===== config.mk =====
export PLATFORM = sky130hd
export DESIGN_NAME = mmio_monitor
export DESIGN_NICKNAME = d
export VERILOG_FILES = /design/src/rtl/mmio_monitor_pkg.sv /design/src/rtl/mmio_monitor_fifo.sv /design/src/rtl/mmio_monitor.sv
export SDC_FILE = /design/constraint.sdc
export NUM_CORES = 1
export LEC_CHECK = 0
export CORE_ASPECT_RATIO = 1.75
export CORE_MARGIN = 2
export CORE_UTILIZATION = 47
export CTS_BUF_LIST = sky130_fd_sc_hd__clkbuf_8
export DETAILED_ROUTE_END_ITERATION = 12
export GPL_TIMING_DRIVEN = 0
export PLACE_DENSITY = 0.79
export SYNTH_ARGS = -nofsm -noshare
export SYNTH_HDL_FRONTEND = slang
export SYNTH_SLANG_ARGS = --single-unit

===== constraint.sdc =====
create_clock -name clk -period 2.8 [get_ports clk]
set_input_delay 0.56 -clock clk [delete_from_list [all_inputs] [get_ports clk]]
set_output_delay 0.56 -clock clk [all_outputs]
set_load 0.01 [all_outputs]

===== src/rtl/mmio_monitor_pkg.sv =====
// -----------------------------------------------------------------------------
// mmio_monitor_pkg
//
// Shared definitions for the MMIO monitor: monitor state encoding, fault cause
// codes and the default console / exit register addresses. The testbench
// imports the same addresses so both sides agree on the memory map.
// -----------------------------------------------------------------------------
package mmio_monitor_pkg;

  // Monitor life cycle: RUN until EXIT or a fault, DRAIN while buffered
  // console bytes are still leaving, then one of two terminal states.
  typedef enum logic [1:0] {
    RUN   = 2'd0,
    DRAIN = 2'd1,
    DONE  = 2'd2,
    FAULT = 2'd3
  } state_e;

  // Encoding of the fault_cause output.
  typedef enum logic [1:0] {
    CAUSE_NONE    = 2'd0,
    CAUSE_IMEM    = 2'd1,
    CAUSE_DMEM    = 2'd2,
    CAUSE_TIMEOUT = 2'd3
  } cause_e;

  localparam logic [31:0] DEFAULT_PUTC_ADDR = 32'h8000_001c;
  localparam logic [31:0] DEFAULT_EXIT_ADDR = 32'h8000_002c;

endpackage : mmio_monitor_pkg


===== src/rtl/mmio_monitor_fifo.sv =====
// -----------------------------------------------------------------------------
// mmio_monitor_fifo
//
// Synchronous show-ahead FIFO. head_data presents the oldest entry whenever
// the FIFO is not empty, so a consumer can treat !empty as "valid" and pop in
// the same cycle it looks at the data. A push while full is accepted only if a
// pop happens in the same cycle; otherwise it is ignored (the caller decides
// what a dropped write means).
//
// Parameters:
//   WIDTH  entry width in bits
//   DEPTH  number of entries; power of two, >= 2
//
// Ports:
//   clk        clock
//   resetb     synchronous reset, active-high
//   push       write request
//   push_data  data to write
//   pop        read request (ignored when empty)
//   head_data  oldest entry, forced to 0 when empty
//   full       DEPTH entries stored
//   empty      no entries stored
//   level      current occupancy, 0..DEPTH
// -----------------------------------------------------------------------------
module mmio_monitor_fifo #(
  parameter int unsigned WIDTH = 8,
  parameter int unsigned DEPTH = 16
) (
  input  logic                     clk,
  input  logic                     resetb,
  input  logic                     push,
  input  logic [WIDTH-1:0]         push_data,
  input  logic                     pop,
  output logic [WIDTH-1:0]         head_data,
  output logic                     full,
  output logic                     empty,
  output logic [$clog2(DEPTH):0]   level
);

  localparam int unsigned AW = $clog2(DEPTH);
  localparam int unsigned LW = AW + 1;

  logic [WIDTH-1:0] mem_q [DEPTH];
  logic [AW-1:0]    wr_ptr_q;
  logic [AW-1:0]    rd_ptr_q;
  logic [LW-1:0]    count_q;
  logic             do_push;
  logic             do_pop;

  assign empty   = (count_q == '0);
  assign full    = (count_q == LW'(DEPTH));
  assign level   = count_q;

  assign do_pop  = pop && !empty;
  assign do_push = push && (!full || do_pop);

  // Pointers wrap naturally because DEPTH is a power of two.
  always_ff @(posedge clk) begin
    if (resetb) begin
      wr_ptr_q <= '0;
      rd_ptr_q <= '0;
      count_q  <= '0;
    end else begin
      // NOTE: state registers use non-blocking assignments so every flop in
      // the design samples pre-edge values, independent of block ordering.
      if (do_push) wr_ptr_q <= wr_ptr_q + AW'(1);
      if (do_pop)  rd_ptr_q <= rd_ptr_q + AW'(1);
      case ({do_push, do_pop})
        2'b10:   count_q <= count_q + LW'(1);
        2'b01:   count_q <= count_q - LW'(1);
        default: count_q <= count_q;
      endcase
    end
  end

  // NOTE: the storage array has no reset; its contents are only observable
  // through head_data, which is masked while empty, so stale entries are
  // harmless and the array can map onto plain RAM/flops without reset logic.
  always_ff @(posedge clk) begin
    if (do_push) mem_q[wr_ptr_q] <= push_data;
  end

  assign head_data = empty ? '0 : mem_q[rd_ptr_q];

endmodule : mmio_monitor_fifo


===== src/rtl/mmio_monitor.sv =====
// -----------------------------------------------------------------------------
// mmio_monitor
//
// Snoops the core's data-memory write port and fetch PC. Console (PUTC)
// bytes are buffered in a show-ahead FIFO drained through a valid/ready port;
// a write to the EXIT register captures the exit code and, once the console
// FIFO has emptied, halts. Out-of-range fetches, out-of-range data writes and
// a PC that stops moving for too long put the monitor into a sticky FAULT.
//
// Build option: define MMIO_MONITOR_CNT_EN to implement the cycle and
// retired-instruction counters; without it both counter outputs read 0.
//
// Ports:
//   clk          clock
//   resetb       synchronous reset, active-high
//   wr_en        data-memory write strobe
//   wr_addr      byte write address
//   wr_data      write data
//   wr_strb      byte strobes (only lane 0 matters, for PUTC)
//   pc           fetch PC
//   retire       one instruction retired this cycle
//   tx_valid     console FIFO head valid
//   tx_data      console FIFO head byte
//   tx_ready     sink accepts head
//   fifo_level   console FIFO occupancy
//   overflow     sticky, a console byte was dropped
//   halt         sticky, program ended or faulted
//   exit_code    captured EXIT data
//   fault        sticky fault flag
//   fault_cause  0 none, 1 IMEM range, 2 DMEM range, 3 timeout
//   fault_addr   offending pc or wr_addr
//   cycle_cnt    cycles spent in RUN/DRAIN since reset
//   instret_cnt  retired instructions in RUN/DRAIN since reset
// -----------------------------------------------------------------------------
module mmio_monitor
  import mmio_monitor_pkg::*;
#(
  parameter int unsigned       ADDR_W         = 32,
  parameter logic [ADDR_W-1:0] PUTC_ADDR      = ADDR_W'(DEFAULT_PUTC_ADDR),
  parameter logic [ADDR_W-1:0] EXIT_ADDR      = ADDR_W'(DEFAULT_EXIT_ADDR),
  parameter int unsigned       IMEM_LOG2      = 17,
  parameter int unsigned       DMEM_LOG2      = 18,
  parameter int unsigned       FIFO_DEPTH     = 16,
  parameter int unsigned       TIMEOUT_CYCLES = 100,
  parameter int unsigned       CNT_W          = 32
) (
  input  logic                          clk,
  input  logic                          resetb,
  input  logic                          wr_en,
  input  logic [ADDR_W-1:0]             wr_addr,
  input  logic [31:0]                   wr_data,
  input  logic [3:0]                    wr_strb,
  input  logic [ADDR_W-1:0]             pc,
  input  logic                          retire,
  output logic                          tx_valid,
  output logic [7:0]                    tx_data,
  input  logic                          tx_ready,
  output logic [$clog2(FIFO_DEPTH):0]   fifo_level,
  output logic                          overflow,
  output logic                          halt,
  output logic [31:0]                   exit_code,
  output logic                          fault,
  output logic [1:0]                    fault_cause,
  output logic [ADDR_W-1:0]             fault_addr,
  output logic [CNT_W-1:0]              cycle_cnt,
  output logic [CNT_W-1:0]              instret_cnt
);

  localparam int unsigned LVL_W   = $clog2(FIFO_DEPTH) + 1;
  localparam int unsigned STALL_W = (TIMEOUT_CYCLES < 1) ? 1 : $clog2(TIMEOUT_CYCLES + 1);
  localparam logic [STALL_W-1:0] STALL_MAX = STALL_W'(TIMEOUT_CYCLES);

  // ---------------------------------------------------------------------------
  // Registers
  // ---------------------------------------------------------------------------
  state_e             state_q, state_d;
  logic               overflow_q;
  logic [31:0]        exit_code_q;
  cause_e             cause_q, cause_d;
  logic [ADDR_W-1:0]  fault_addr_q, fault_addr_d;
  logic [ADDR_W-1:0]  prev_pc_q;
  logic [STALL_W-1:0] stall_q;

  // ---------------------------------------------------------------------------
  // Decode
  // ---------------------------------------------------------------------------
  logic addr_is_putc, addr_is_exit;
  logic is_putc, is_exit;
  logic running, checking;
  logic imem_bad, dmem_bad, pc_match, timeout_hit;
  logic fifo_full, fifo_empty, fifo_pop, fifo_push;
  logic empty_after_pop;
  logic overflow_set, exit_we, capture;

  assign addr_is_putc = (wr_addr == PUTC_ADDR);
  assign addr_is_exit = (wr_addr == EXIT_ADDR);
  assign is_putc      = wr_en && addr_is_putc && wr_strb[0];
  assign is_exit      = wr_en && addr_is_exit;

  assign running      = (state_q == RUN);
  assign checking     = (state_q == RUN) || (state_q == DRAIN);

  // Range checks: any set bit above the legal window is a violation. MMIO
  // registers live outside DMEM, so they are excluded from the write check.
  assign imem_bad     = ((pc >> IMEM_LOG2) != '0);
  assign dmem_bad     = wr_en && !addr_is_putc && !addr_is_exit &&
                        ((wr_addr >> DMEM_LOG2) != '0);

  assign pc_match     = (pc == prev_pc_q);
  assign timeout_hit  = pc_match && (stall_q == STALL_MAX);

  // ---------------------------------------------------------------------------
  // Console FIFO
  // ---------------------------------------------------------------------------
  assign tx_valid     = !fifo_empty;
  assign fifo_pop     = tx_valid && tx_ready;
  assign fifo_push    = running && is_putc;
  assign overflow_set = fifo_push && fifo_full && !fifo_pop;

  // The FIFO is empty after this edge if it is empty now (EXIT and PUTC share
  // one write port, so nothing can be pushed alongside an EXIT) or the last
  // entry is being popped this cycle.
  assign empty_after_pop = fifo_empty || ((fifo_level == LVL_W'(1)) && fifo_pop);

  mmio_monitor_fifo #(
    .WIDTH (8),
    .DEPTH (FIFO_DEPTH)
  ) u_fifo (
    .clk       (clk),
    .resetb    (resetb),
    .push      (fifo_push),
    .push_data (wr_data[7:0]),
    .pop       (fifo_pop),
    .head_data (tx_data),
    .full      (fifo_full),
    .empty     (fifo_empty),
    .level     (fifo_level)
  );

  // ---------------------------------------------------------------------------
  // Next-state logic
  // ---------------------------------------------------------------------------
  // Within one cycle: IMEM > DMEM > EXIT > timeout. An EXIT that loses to a
  // range fault is not taken, so exit_code keeps its previous value.
  always_comb begin
    // NOTE: every signal written here is given a default first, so no path
    // through the case/if tree leaves one unassigned and no latch is inferred.
    state_d      = state_q;
    cause_d      = CAUSE_NONE;
    fault_addr_d = '0;
    capture      = 1'b0;
    exit_we      = 1'b0;

    case (state_q)
      RUN, DRAIN: begin
        if (imem_bad) begin
          state_d      = FAULT;
          cause_d      = CAUSE_IMEM;
          fault_addr_d = pc;
          capture      = 1'b1;
        end else if (dmem_bad) begin
          state_d      = FAULT;
          cause_d      = CAUSE_DMEM;
          fault_addr_d = wr_addr;
          capture      = 1'b1;
        end else if (running && is_exit) begin
          exit_we = 1'b1;
          state_d = empty_after_pop ? DONE : DRAIN;
        end else if (timeout_hit) begin
          state_d      = FAULT;
          cause_d      = CAUSE_TIMEOUT;
          fault_addr_d = pc;
          capture      = 1'b1;
        end else if ((state_q == DRAIN) && empty_after_pop) begin
          state_d = DONE;
        end
      end
      default: state_d = state_q;  // DONE and FAULT hold until reset
    endcase
  end

  // ---------------------------------------------------------------------------
  // State and status registers
  // ---------------------------------------------------------------------------
  always_ff @(posedge clk) begin
    if (resetb) begin
      state_q      <= RUN;
      overflow_q   <= 1'b0;
      exit_code_q  <= '0;
      cause_q      <= CAUSE_NONE;
      fault_addr_q <= '0;
      prev_pc_q    <= '0;
      stall_q      <= '0;
    end else begin
      state_q <= state_d;
      if (overflow_set) overflow_q  <= 1'b1;
      if (exit_we)      exit_code_q <= wr_data;
      if (capture) begin
        cause_q      <= cause_d;
        fault_addr_q <= fault_addr_d;
      end
      // Stall tracking runs in every state; it only matters in RUN/DRAIN.
      prev_pc_q <= pc;
      if (!pc_match)               stall_q <= '0;
      else if (stall_q != STALL_MAX) stall_q <= stall_q + STALL_W'(1);
    end
  end

  assign overflow    = overflow_q;
  assign exit_code   = exit_code_q;
  assign halt        = (state_q == DONE) || (state_q == FAULT);
  assign fault       = (state_q == FAULT);
  assign fault_cause = cause_q;
  assign fault_addr  = fault_addr_q;

  // ---------------------------------------------------------------------------
  // Performance counters
  // ---------------------------------------------------------------------------
`ifdef MMIO_MONITOR_CNT_EN
  logic [CNT_W-1:0] cycle_q;
  logic [CNT_W-1:0] instret_q;

  always_ff @(posedge clk) begin
    if (resetb) begin
      cycle_q   <= '0;
      instret_q <= '0;
    end else if (checking) begin
      cycle_q <= cycle_q + CNT_W'(1);
      if (retire) instret_q <= instret_q + CNT_W'(1);
    end
  end

  assign cycle_cnt   = cycle_q;
  assign instret_cnt = instret_q;
`else
  logic unused_retire;
  logic unused_checking;

  assign unused_retire   = retire;
  assign unused_checking = checking;
  assign cycle_cnt       = '0;
  assign instret_cnt     = '0;
`endif

  // Only byte lane 0 is significant (PUTC); the other strobes are ignored.
  logic unused_strb;
  assign unused_strb = ^wr_strb[3:1];

endmodule : mmio_monitor


# Yosys cells after proc, flatten, opt, wreduce, memory -nomap -nowiden

Memories as Yosys holds them, arrays and structs flattened. A register that Yosys moved wholly into a read port is not among the register bits.
Index checks and enable logic that the tools add are counted.
W data, S select, Z words.

Multiplexer cells: 31
Bitwise gates (word level): 1
Shift operators: 0
Reductions and logical operators: 33
Magnitude comparators: 0
Multiply operators: 0
Equality and inequality tests: 12
$add $sub $neg: 5
Divide/modulo/power cells: 0

Operators by type and width:

| cell                   | number |
|---|---|
| $mux W32               | 5 |
| $eq A32 B32 Y1 const B | 2 |
| $reduce_bool A32 Y1    | 2 |
| $eq A32 B32 Y1         | 1 |
| $mux W2                | 11 |
| $logic_and A1 B1 Y1    | 16 |
| $mux W1                | 11 |
| $pmux W5 S2            | 1 |
| $add A4 B1 Y4 const B  | 2 |
| $mux W4                | 2 |
| $mux W8                | 1 |
| $add A7 B1 Y7 const B  | 1 |
| $eq A7 B7 Y1 const B   | 1 |
| $ne A7 B7 Y1 const B   | 1 |
| $eq A2 B2 Y1 const B   | 3 |
| $add A5 B1 Y5 const B  | 1 |
| $eq A5 B1 Y1 const B   | 1 |
| $eq A5 B5 Y1 const B   | 1 |
| $logic_not A1 Y1       | 5 |
| $logic_not A5 Y1       | 1 |
| $reduce_bool A5 Y1     | 1 |
| $sub A5 B1 Y5 const B  | 1 |
| $eq A2 B1 Y1 const B   | 2 |
| $reduce_or A2 Y1       | 2 |
| 5 further kinds        | 7 |

Memories kept: 1
Memory bits (writable): 128
Bits of input ports: 105
Logic and storage cells: 93
Register bits after elaboration: 121
ROM bits: 0
Bits in latches: 0
Output and inout port bits: 147

Memories:

| memory       | words | bits a word | rd ports | clocked after Yosys merged registers in | wr ports | RTL line                | text |
|---|---|---|---|---|---|---|---|
| u_fifo.mem_q | 16    | 8           | 1        | 1                                       | 1        | mmio_monitor_fifo.sv:43 | `logic [WIDTH-1:0] mem_q [DEPTH];` |

# Logic depth before layout (Yosys ltp)

Gate-level depths: netlist of the first run.

Word-level depth: 11
Mapped depth: 14
Mapped depth without buffers: 12

# Modules after synthesis

Synthesis of the first run repeated with hierarchy kept, for this count alone.

Cell total of the unflattened synthesis: 921
Area total of the unflattened synthesis: 11230.8 um^2

Modules (own cells, without submodules):

| module            | instances | area each (um^2) | seq. area each (um^2) | cells an instance |
|---|---|---|---|---|
| mmio_monitor_fifo | 1         | 5968.2           | 4184.0                | 333 |
| mmio_monitor      | 1         | 5262.5           | 2162.1                | 588 |

# Worst setup path before layout of the first run

Ideal clock, no wire load.

Path kind: in2reg
From: input wr_addr[18]
To: register u_fifo.count_q[2] (netlist: u_fifo.level[2])
Path slack: -0.228 ns
Data required time: 2.729 ns
Setup time: 0.071 ns
Cell stages on the path: 11
Arrival time: 2.957 ns
Path buffers: 3
Cell sequence: nor4_2 -> nand4_2 -> nor3_1 -> and3b_1 -> clkbuf_1 -> clkbuf_1 -> inv_1 -> ha_1 -> clkbuf_1 -> or3_1 -> a21oi_1

Longest elaborated chain between the ends: 7
Elaborated cells on any way between the ends: 9
Classes of those cells: eq/ne (3); mux (1); reduce/logical (5)

RTL lines:

| item                                              | RTL line                | text |
|---|---|---|
| from (decl)                                       | mmio_monitor.sv:50      | `input logic [ADDR_W-1:0] wr_addr,` |
| $eq A32 B32 Y1 (*)                                | mmio_monitor.sv:95      | `assign addr_is_putc = (wr_addr == PUTC_ADDR);` |
| $logic_and A1 B1 Y1 (*) (2 in series)             | mmio_monitor.sv:97      | `assign is_putc = wr_en && addr_is_putc && wr_strb[0];` |
| $logic_and A1 B1 Y1 (*)                           | mmio_monitor.sv:117     | `assign fifo_push = running && is_putc;` |
| $logic_and A1 B1 Y1 (*)                           | mmio_monitor_fifo.sv:55 | `assign do_push = push && (!full \|\| do_pop);` |
| $eq A2 B1 Y1 or $eq A2 B2 Y1 (tied branches)      | mmio_monitor_fifo.sv:68 | `case ({do_push, do_pop})` |
| $pmux W5 S2 or $reduce_bool A2 Y1 (tied branches) | -                       |  |
| to (signal assigned)                              | mmio_monitor_fifo.sv:69 | `2'b10: count_q <= count_q + LW'(1);` |
| to (signal assigned)                              | mmio_monitor_fifo.sv:70 | `2'b01: count_q <= count_q - LW'(1);` |
| to (signal assigned)                              | mmio_monitor_fifo.sv:71 | `default: count_q <= count_q;` |
| to (decl)                                         | mmio_monitor_fifo.sv:46 | `logic [LW-1:0] count_q;` |

Every way passes the cells marked *; elsewhere a longest branch is shown, timed or not.
A chain may end at the register's enable or synchronous reset.

==> results.sh, run 1 <==
export IMPL_finalHoldViolCount=0
export IMPL_synth_top_area_share=0.3493
export IMPL_end_kind="output port"
export IMPL_violations="setup timing"
export IMPL_die_h_um=206.4
export IMPL_dr_pass1_iters=5
export IMPL_ir_drop_v=0.0004230
export IMPL_synth_warnings=0
export IMPL_slew_headroom=0.5170
export IMPL_wl_um=30870
export IMPL_ys_seq_elements=253
export IMPL_synth_top_family_by_area="simple AND/OR/NAND/NOR gates"
export IMPL_coreArea_mm2=0.02315
export IMPL_fin_crit_sh=1.086
export IMPL_area_growth_pct=34.52
export IMPL_synth_seq_area_share=0.5768
export IMPL_vias=8317
export IMPL_finClkSkew_ns=0.01717
export IMPL_wire_per_inst_um=19.78
export IMPL_hp_class="primary input to flip-flop"
export IMPL_critPathLaunchType="flip-flop"
export IMPL_sequentialPowerShare=0.479
export IMPL_ys_async_sr_fraction=0
export IMPL_cts_root_buffer="clkbuf_8"
export IMPL_p_int_uw=6264
export IMPL_ios=252
export IMPL_synth_ff_type="edfxtp_1"
export IMPL_synthMuxAreaShare=0.08551
export IMPL_postRouteAntennaNets=0
export IMPL_p_per_area_mw_per_mm2=572.0
export IMPL_start_util=0.4754
export IMPL_cts_sinks=253
export IMPL_tritoncts="yes"
export IMPL_synth_area_mm2=0.01100
export IMPL_status="finished with violations"
export IMPL_placed_area_mm2=0.01347
export IMPL_yosys_cell_count_top_type="edfxtp_1"
export IMPL_critPathKind="flip-flop to output port"
export IMPL_cts_hold_buf=0
export IMPL_clk_latency_ns=0.53
export IMPL_gp_congestion=0.9292
export IMPL_antenna_found_initial=0
export IMPL_grt_pass1_vias=8262
export IMPL_synth_top_cells_by_area="edfxtp_1 35%, dfxtp_1 23%, mux4_2 8.2%"
export IMPL_overflow=0
export IMPL_maxCapViolCount=0
export IMPL_synth_xor_area_frac=0.03821
export IMPL_setup_ws_ns=-0.2415
export IMPL_total_power_uw=8466
export IMPL_hpwlAfterDp_um=21970
export IMPL_switching_share=0.2601
export IMPL_yosys_area_share_simple=0.1236
export IMPL_clockPowerShare=0.326
export IMPL_crit_fanout=5
export IMPL_avgSynthCellArea_um2=11.90
export IMPL_numPortBuffers=183
export IMPL_yosys_area_top_type="edfxtp_1"
export IMPL_slew_viol_final=0
export IMPL_synth_fa_ha_area_frac=0.01365
export IMPL_cts_buffer_depth=3
export IMPL_tightest_slew_ns=0.7223
export IMPL_fmaxAchievable_mhz=328.8
export IMPL_track_usage=0.2418
export IMPL_drt_iter0_markers=396
export IMPL_cts_made_buffers=36
export IMPL_dieArea_mm2=0.02470
export IMPL_die_w_um=119.7
export IMPL_synthTopCellsByCount="128 x edfxtp_1, 125 x dfxtp_1, 100 x nand2_1"
export IMPL_finalInstanceArea_mm2=0.01480
export IMPL_p_comb_frac=0.195
export IMPL_row_count=74
export IMPL_cp_required_ns=2.24
export IMPL_synth_cell_types=52
export IMPL_nets=1348
export IMPL_finish_utilization=0.6395
export IMPL_antenna_cells=0
export IMPL_power_switching_uw=2202
export IMPL_h_tree_depth=2
export IMPL_rsz0062_at_grt="true"
export IMPL_drt_drc_violations_left=0
export IMPL_crit_arrival_ns=2.48
export IMPL_setup_violations=8
export IMPL_p_leak_uw=0.005692
export IMPL_drive_above_1_share=0.2076
export IMPL_synth_edf_count=128
export IMPL_grt_pass1_wl_um=45130
export IMPL_nFillCells=1788
export IMPL_vias_per_cell=5.328
export IMPL_finalCriticalPeriod_ns=3.041
export IMPL_grt_max_degree=18
export IMPL_syn_inst=925
export IMPL_dp_slack_ns=-1.021
export IMPL_clkTransAtPathRegs_ns=0.07
export IMPL_synth_compound_area_frac=0.08438
through the flow:
step,hold WS [ns],TNS (ns),cells
2_1_floorplan,0.4761,0,988
3_3_place_gp,0.4372,-125.63,1475
3_5_place_dp,0.4431,-134.05,1475
4_1_cts,0.4521,-1.932,1551
5_1_grt,0.4184,-2.126,1561
6_report,0.4111,-1.717,1561
cell families after synthesis:
kind of cell / Yosys count
other: 1
XOR/XNOR: 48
multiplexers: 44
adder cells (fa/ha/maj): 12
AND/OR/NAND/NOR: 272
AO/OA/AOI/OAI: 139
flip-flops: 253
buffers and inverters: 156
power groups by stage:
stage / Combinational [uW] / Clock [uW] / Sequential (uW)
after floorplan: 773 / 0 / 4120
after global placement: 1360 / 0 / 4110
after detailed placement: 1390 / 0 / 4110
after CTS: 1570 / 2800 / 4040
after global routing: 1760 / 2930 / 4060
final: 1650 / 2760 / 4060
cell usage in the layout (no fill, tap or decap), drive strengths merged, types with 40 or more instances in the layout:
cell / synthesis / layout
inv: 38 / 53
clkbuf: 41 / 77
nor2: 45 / 45
mux4: 40 / 40
conb: 1 / 64
xor2: 41 / 41
dfxtp: 125 / 125
a21oi: 56 / 56
buf: 76 / 113
nand2: 100 / 100
edfxtp: 128 / 128
clkdlybuf4s50: 0 / 152
sequential cells by signal, summed over array words and instances, names as in the netlist, named ones only:
register / count
u_fifo.mem_q: 128
exit_code: 32
fault_addr: 32
prev_pc_q: 32
stall_q: 7
u_fifo.level: 5
u_fifo.rd_ptr_q: 4
u_fifo.wr_ptr_q: 4
fault_cause: 2
state_q: 2
overflow: 1
worst max-delay path, cell delays in order, from the launching register on:
cell     delay (ns)
dfxtp_4        0.38
buf_12         0.13
buf_12         0.12
mux4_2         0.57
mux4_2         0.50
nor2b_4        0.15
buf_6          0.11
final timing paths:
path / start / endpoint / slack, ns / cells past startpoint
max: flip-flop / tx_data[1] / -0.24 / 6
min: wr_addr[26] / fault_addr[26] / 0.41 / 3
max reg2reg: state_q[1] / u_fifo.level[3] / 0.10 / 13
min reg2reg: exit_code[28] / exit_code[28] / 0.45 / 2
area by class of cell:
class,instances,area (um2),area share
inverter,39,146.4,0.009890
clock buffer,43,591.8,0.03998
timing repair buffer,210,2095,0.1415
multi-input combinational,579,4342,0.2933
buffer,112,800.8,0.05410
sequential,253,6355,0.4293
clock inverter,21,91.34,0.006171
tap,304,380.4,0.02570
per-layer routing:
metal	up-vias	routed length (um)	part of all wire	global-route usage
li1	3842	-	-	-
met1	3970	9821	0.32	0.2292
met2	396	17300	0.56	0.4784
met3	109	1607	0.052	0.03311
met4	0	2146	0.070	0.1504
met5	-	0	0	0
repair_timing:
action	in CTS	in global routing
resized for setup	114	65
gates cloned	3	0
buffers inserted	13	13
pin swaps	7	15
setup endpoints to repair	145	76
Power figures use the tool's default switching activity.
==> run 2, diff against run 1 <==
==> constraint.sdc (replaced) <==
create_clock -name clk -period 2.8 [get_ports clk]
set_input_delay 0.28 -clock clk [delete_from_list [all_inputs] [get_ports clk]]
set_output_delay 0.28 -clock clk [all_outputs]
set_load 0.01 [all_outputs]
==> run 2 against run 1 <==
  * The run still ends with setup timing left
  * Worst hold slack lost 0.11 ns
  * Final cell count is 0.32% lower
  * Wire length is 1.6% lower
  * Global-route usage decreased by 0.52 points
  * Design area is 1.5% lower
  * Sequential share of layout area rose by 0.64 points
  * Fmax increased by 7.6%
  * Sequential power hardly changed
  * Flip-flop and latch count stayed put
  * Die area unchanged
  * Clock skew about the same
  * First-iteration DRC count rose by 11%
==> results.sh, run 2 (synthesis gave the netlist of run 1 again) <==
export IMPL_status="finished with violations"
export IMPL_violations="setup timing"
export IMPL_overflow=0
export IMPL_reg2regPathDepth=7
export IMPL_start_util=0.4754
export IMPL_cts_root_buffer="clkbuf_8"
export IMPL_cp_slowest_cell="mux4_2"
export IMPL_wl_um=30370
export IMPL_numPortBuffers=183
export IMPL_p_int_uw=6250
export IMPL_ios=252
export IMPL_crit_path_cell_trace="buf_12 -> buf_8 -> buf_6 -> mux4_2 -> mux4_2 -> nor2b_1 -> buf_2"
export IMPL_tritoncts="yes"
export IMPL_placed_cells=1475
export IMPL_track_usage=0.2366
export IMPL_h_tree_depth=2
export IMPL_total_power_uw=8440
export IMPL_p_per_area_mw_per_mm2=579.0
export IMPL_critPathBufInv=4
export IMPL_power_switching_uw=2190
export IMPL_hpwlAfterDp_um=21910
export IMPL_hp_class="primary input to flip-flop"
export IMPL_multiInputGateArea_mm2=0.004169
export IMPL_dieArea_mm2=0.02470
export IMPL_setup_ws_ns=-0.02647
export IMPL_drt_iter0_markers=441
export IMPL_nFillCells=1822
export IMPL_r2r_start="prev_pc_q[23]"
export IMPL_drt_drc_violations_left=0
export IMPL_end_kind="output port"
export IMPL_final_common_cell="clkdlybuf4s50_1"
export IMPL_cts_hold_buf=0
export IMPL_vias=8289
export IMPL_holdPathEnd="exit_code[20]"
export IMPL_antenna_found_initial=0
export IMPL_critPathKind="flip-flop to output port"
export IMPL_switching_share=0.2595
export IMPL_dr_pass1_iters=5
export IMPL_slowest_delay_ns=0.50
export IMPL_drive_above_1_share=0.1829
export IMPL_crit_fanout=4
export IMPL_cp_top_family="multiplexers"
export IMPL_slew_headroom=0.5138
export IMPL_finClkSkew_ns=0.01735
export IMPL_hold_depth=3
export IMPL_vias_per_cell=5.327
export IMPL_cts_sinks=253
export IMPL_cts_made_buffers=36
export IMPL_rsz0062_at_grt="true"
export IMPL_postRouteAntennaNets=0
export IMPL_antenna_cells=0
export IMPL_grt_pass1_wl_um=44250
export IMPL_critPathLaunchType="flip-flop"
export IMPL_crit_arrival_ns=2.55
export IMPL_slew_viol_final=0
export IMPL_row_count=74
export IMPL_r2r_slack_ns=0.12
export IMPL_area_growth_pct=32.49
export IMPL_die_h_um=206.4
export IMPL_nets=1345
export IMPL_clockPowerShare=0.330
export IMPL_finalHoldViolCount=0
export IMPL_gp_congestion=0.9390
export IMPL_largest_register="u_fifo.mem_q"
export IMPL_fmaxAchievable_mhz=353.8
export IMPL_clkTransAtPathRegs_ns=0.07
export IMPL_finalCriticalPeriod_ns=2.826
export IMPL_p_leak_uw=0.005461
export IMPL_fin_cells=1556
export IMPL_crit_top_cell="mux4_2"
export IMPL_sequentialPowerShare=0.480
export IMPL_cp_required_ns=2.52
export IMPL_die_w_um=119.7
export IMPL_largest_register_ffs=128
export IMPL_fin_setup_tns_ns=-0.04609
export IMPL_clk_latency_ns=0.54
export IMPL_p_comb_frac=0.190
export IMPL_setup_violations=2
export IMPL_maxCapViolCount=0
export IMPL_fin_crit_sh=1.009
export IMPL_grt_max_degree=20
export IMPL_cts_buffer_depth=3
export IMPL_r2r_end="fault_addr[26]"
export IMPL_min_from="wr_data[20]"
export IMPL_seq_area_mm2=0.006352
export IMPL_most_common_layout_cells="175 x clkdlybuf4s50_1, 128 x edfxtp_1, 122 x dfxtp_1, 100 x nand2_1, 77 x buf_4"
export IMPL_wire_per_inst_um=19.52
export IMPL_grt_pass1_vias=8185
export IMPL_tightest_slew_ns=0.7270
export IMPL_ir_drop_v=0.0003891
export IMPL_coreArea_mm2=0.02315
## run 2: how the worst max path moves through the flow
stage                     slack [ns]  cells after the start               to
after floorplan                 0.05                     11  u_fifo.level[2]
after global placement         -0.97                     14  u_fifo.level[4]
after detailed placement       -1.04                     13  u_fifo.level[3]
after CTS                      -0.12                      7       tx_data[1]
after global routing           -0.11                      7       tx_data[0]
final                          -0.03                      7       tx_data[0]
## run 2: final cells by class
class / instances / area share
plain buffers: 111 / 0.05176
inverters: 39 / 0.01004
flip-flops and latches: 253 / 0.4358
well taps: 304 / 0.02609
clock buffers: 39 / 0.03682
repair buffers: 208 / 0.1441
clock inverters: 23 / 0.009441
multi-input cells: 579 / 0.2860
## run 2: metal layers
metal / GRT usage / vias up / wire, um
li1: - / 3842 / -
met3: 0.03780 / 97 / 1727
met1: 0.2359 / 3942 / 9978
met2: 0.4469 / 408 / 16760
met4: 0.1559 / 0 / 1898
met5: 0 / - / 0
## run 2: tightest hold or removal path: stages
cell	delay [ns]
clkdlybuf4s50_1	0.39
nand2_1	0.06
a21oi_1	0.05
## run 2: what timing repair did
action / CTS / global route
endpoints found under the setup margin: 116 / 74
gates cloned: 2 / 1
buffers inserted: 11 / 12
gates resized for setup: 80 / 28
pin swaps: 1 / 5
## run 2: power groups by stage
stage	Combinational, uW	Sequential (uW)	Clock, uW
2_1_floorplan	773	4120	0
3_3_place_gp	1360	4110	0
3_5_place_dp	1380	4110	0
4_1_cts	1560	4050	2820
5_1_grt	1720	4060	2980
6_report	1600	4050	2780
## run 2: metrics by stage
stage | util | worst slack, ns | hold WS (ns) | cell area, um2
final | 0.6298 | -0.02647 | 0.2977 | 14580
after global routing | 0.6298 | -0.1100 | 0.2943 | 14580
after CTS | 0.6216 | -0.1249 | 0.2810 | 14390
after floorplan | - | 0.05243 | 0.3789 | 11240
after global placement | 0.5811 | -0.9749 | 0.4375 | 13450
after detailed placement | 0.5811 | -1.036 | 0.4461 | 13450
==> run 3, diff against run 2 <==
--- a/config.mk
+++ b/config.mk
@@ -6,12 +6,13 @@
 export NUM_CORES = 1
 export LEC_CHECK = 0
 export CORE_ASPECT_RATIO = 1.75
-export CORE_MARGIN = 2
+export CORE_MARGIN = 3
 export CORE_UTILIZATION = 47
 export CTS_BUF_LIST = sky130_fd_sc_hd__clkbuf_8
 export DETAILED_ROUTE_END_ITERATION = 12
 export GPL_TIMING_DRIVEN = 0
 export PLACE_DENSITY = 0.79
+export SKIP_LAST_GASP = 1
 export SYNTH_ARGS = -nofsm -noshare
 export SYNTH_HDL_FRONTEND = slang
 export SYNTH_SLANG_ARGS = --single-unit
==> run 3 against run 2 <==
  * The flow still finishes with violations (setup timing)
  * Final cell count fell by 0.13%
  * Combinational power barely moved
  * Clock power barely moved
  * Critical path depth did not move
  * Die area rose by 2.7%
  * Wire length fell by 1.6%
  * Flip-flop and latch count did not move
  * First-iteration DRC count rose by 17%
  * Largest cell class unchanged
==> results.sh, run 3 (synthesis gave the netlist of run 1 again) <==
export IMPL_fmaxAchievable_mhz=355.8
export IMPL_antenna_cells=0
export IMPL_fin_setup_tns_ns=-0.01027
export IMPL_most_common_layout_cells="175 x clkdlybuf4s50_1, 128 x edfxtp_1, 121 x dfxtp_1, 100 x nand2_1, 82 x buf_4"
export IMPL_crit_fanout=5
export IMPL_hpwlAfterDp_um=22340
export IMPL_end_kind="output port"
export IMPL_power_switching_uw=2119
export IMPL_wire_per_inst_um=19.23
export IMPL_hold_depth=3
export IMPL_endpoint="tx_data[7]"
export IMPL_hp_class="primary input to flip-flop"
export IMPL_finClkSkew_ns=0.02821
export IMPL_drt_iter0_markers=517
export IMPL_rsz0062_at_grt="true"
export IMPL_largest_register_ffs=128
export IMPL_row_count=73
export IMPL_critPathKind="flip-flop to output port"
export IMPL_setup_ws_ns=-0.01027
export IMPL_vias_per_cell=5.246
export IMPL_gp_congestion=0.9219
export IMPL_tritoncts="yes"
export IMPL_p_int_uw=6269
export IMPL_critPathBufInv=4
export IMPL_fin_crit_sh=1.004
export IMPL_slew_viol_final=0
export IMPL_fin_cells=1554
export IMPL_drive_above_1_share=0.1802
export IMPL_tightest_slew_ns=0.7215
export IMPL_cts_sinks=253
export IMPL_postRouteAntennaNets=0
export IMPL_crit_arrival_ns=2.53
export IMPL_finish_utilization=0.6351
export IMPL_sequentialPowerShare=0.483
export IMPL_grt_pass1_vias=8048
export IMPL_r2r_end="fault_addr[21]"
export IMPL_maxCapViolCount=0
export IMPL_cp_required_ns=2.52
export IMPL_p_comb_frac=0.187
export IMPL_violations="setup timing"
export IMPL_dieArea_mm2=0.02535
export IMPL_clkTransAtPathRegs_ns=0.07
export IMPL_antenna_found_initial=0
export IMPL_h_tree_depth=2
export IMPL_ir_drop_v=0.0003088
export IMPL_coreArea_mm2=0.02283
export IMPL_placed_cells=1471
export IMPL_status="finished with violations"
export IMPL_numPortBuffers=183
export IMPL_die_h_um=208.4
export IMPL_cts_made_buffers=37
export IMPL_wl_um=29890
export IMPL_clockPowerShare=0.330
export IMPL_r2r_slack_ns=0.11
export IMPL_vias=8152
export IMPL_nFillCells=1779
export IMPL_cts_root_buffer="clkbuf_8"
export IMPL_cp_top_family="multiplexers"
export IMPL_cp_slowest_cell="mux4_2"
export IMPL_final_common_cell="clkdlybuf4s50_1"
export IMPL_grt_max_degree=20
export IMPL_track_usage=0.2279
export IMPL_setup_violations=1
export IMPL_p_per_area_mw_per_mm2=578.4
export IMPL_crit_path_cell_trace="buf_12 -> buf_12 -> buf_4 -> mux4_2 -> mux4_2 -> nor2b_1 -> clkbuf_2"
export IMPL_finalHoldViolCount=0
export IMPL_reg2regPathDepth=8
export IMPL_switching_share=0.2526
export IMPL_critPathLaunchType="flip-flop"
export IMPL_total_power_uw=8388
export IMPL_crit_cells=7
export IMPL_cts_hold_buf=0
export IMPL_slew_headroom=0.5175
export IMPL_dr_pass1_iters=5
export IMPL_drt_drc_violations_left=0
export IMPL_r2r_start="prev_pc_q[13]"
export IMPL_cts_buffer_depth=3
export IMPL_finalCriticalPeriod_ns=2.810
export IMPL_grt_pass1_wl_um=44300
export IMPL_p_leak_uw=0.005462
export IMPL_largest_register="u_fifo.mem_q"
export IMPL_clk_latency_ns=0.52
export IMPL_area_growth_pct=31.81
export IMPL_overflow=0
export IMPL_nets=1348
export IMPL_die_w_um=121.7
export IMPL_start_util=0.4819
export IMPL_slowest_delay_ns=0.49
export IMPL_ios=252
[run 3: cell types whose count changed in the layout (fill, tap and decap cells not counted), sizes merged]
cell,change
clkinvlp,-2
buf,-2
clkbuf,+6
clkinv,-2
inv,+2
[run 3: timing repair]
action,CTS,global route
pin swaps,1,5
gates cloned,1,2
resized for setup,79,22
setup buffers,11,12
setup endpoints to repair,146,67
[run 3: layout make-up]
cell class | instances | area, um2 | area share
clock buffers | 41 | 564.3 | 0.03891
multi-input cells | 579 | 4145 | 0.2858
inverters | 39 | 146.4 | 0.01009
clock inverters | 21 | 113.9 | 0.007851
plain buffers | 114 | 769.5 | 0.05306
well taps | 300 | 375.4 | 0.02588
flip-flops and latches | 253 | 6354 | 0.4381
repair buffers | 207 | 2034 | 0.1403
[run 3: per-layer routing]
| metal | GRT usage | wire, um | up-vias |
|---|---|---|---|
| met5 | 0 | 0 | - |
| met4 | 0.1265 | 1779 | 0 |
| met3 | 0.03563 | 1673 | 93 |
| met2 | 0.4344 | 16720 | 346 |
| met1 | 0.2281 | 9715 | 3873 |
| li1 | - | - | 3840 |
[run 3: power by group through the flow]
stage	Combinational [uW]	Sequential, uW	Clock (uW)
after floorplan	773	4120	0
after global placement	1360	4110	0
after global routing	1680	4060	2980
final	1570	4050	2770
after CTS	1520	4050	2830
after detailed placement	1380	4110	0
[run 3: how the worst min path moves through the flow]
stage	startpoint	end
floorplan	wr_data[0]	u_fifo.mem_q[0][0]
global placement	exit_code[14]	exit_code[14]
detailed placement	exit_code[10]	exit_code[10]
CTS	wr_data[13]	exit_code[13]
global route	wr_data[27]	exit_code[27]
finish	wr_data[14]	exit_code[14]
[run 3: tightest hold or removal path, stage by stage]
cell	delay (ns)
clkdlybuf4s50_1	0.39
nand2_1	0.05
a21oi_1	0.06
[run 3: through the flow]
stage,setup slack [ns],instance area [um2],hold slack [ns]
after floorplan,0.05243,11240,0.3789
after global placement,-1.007,13450,0.4375
after detailed placement,-1.087,13450,0.4452
after CTS,-0.1591,14340,0.2972
after global routing,-0.07187,14500,0.3173
final,-0.01027,14500,0.3240
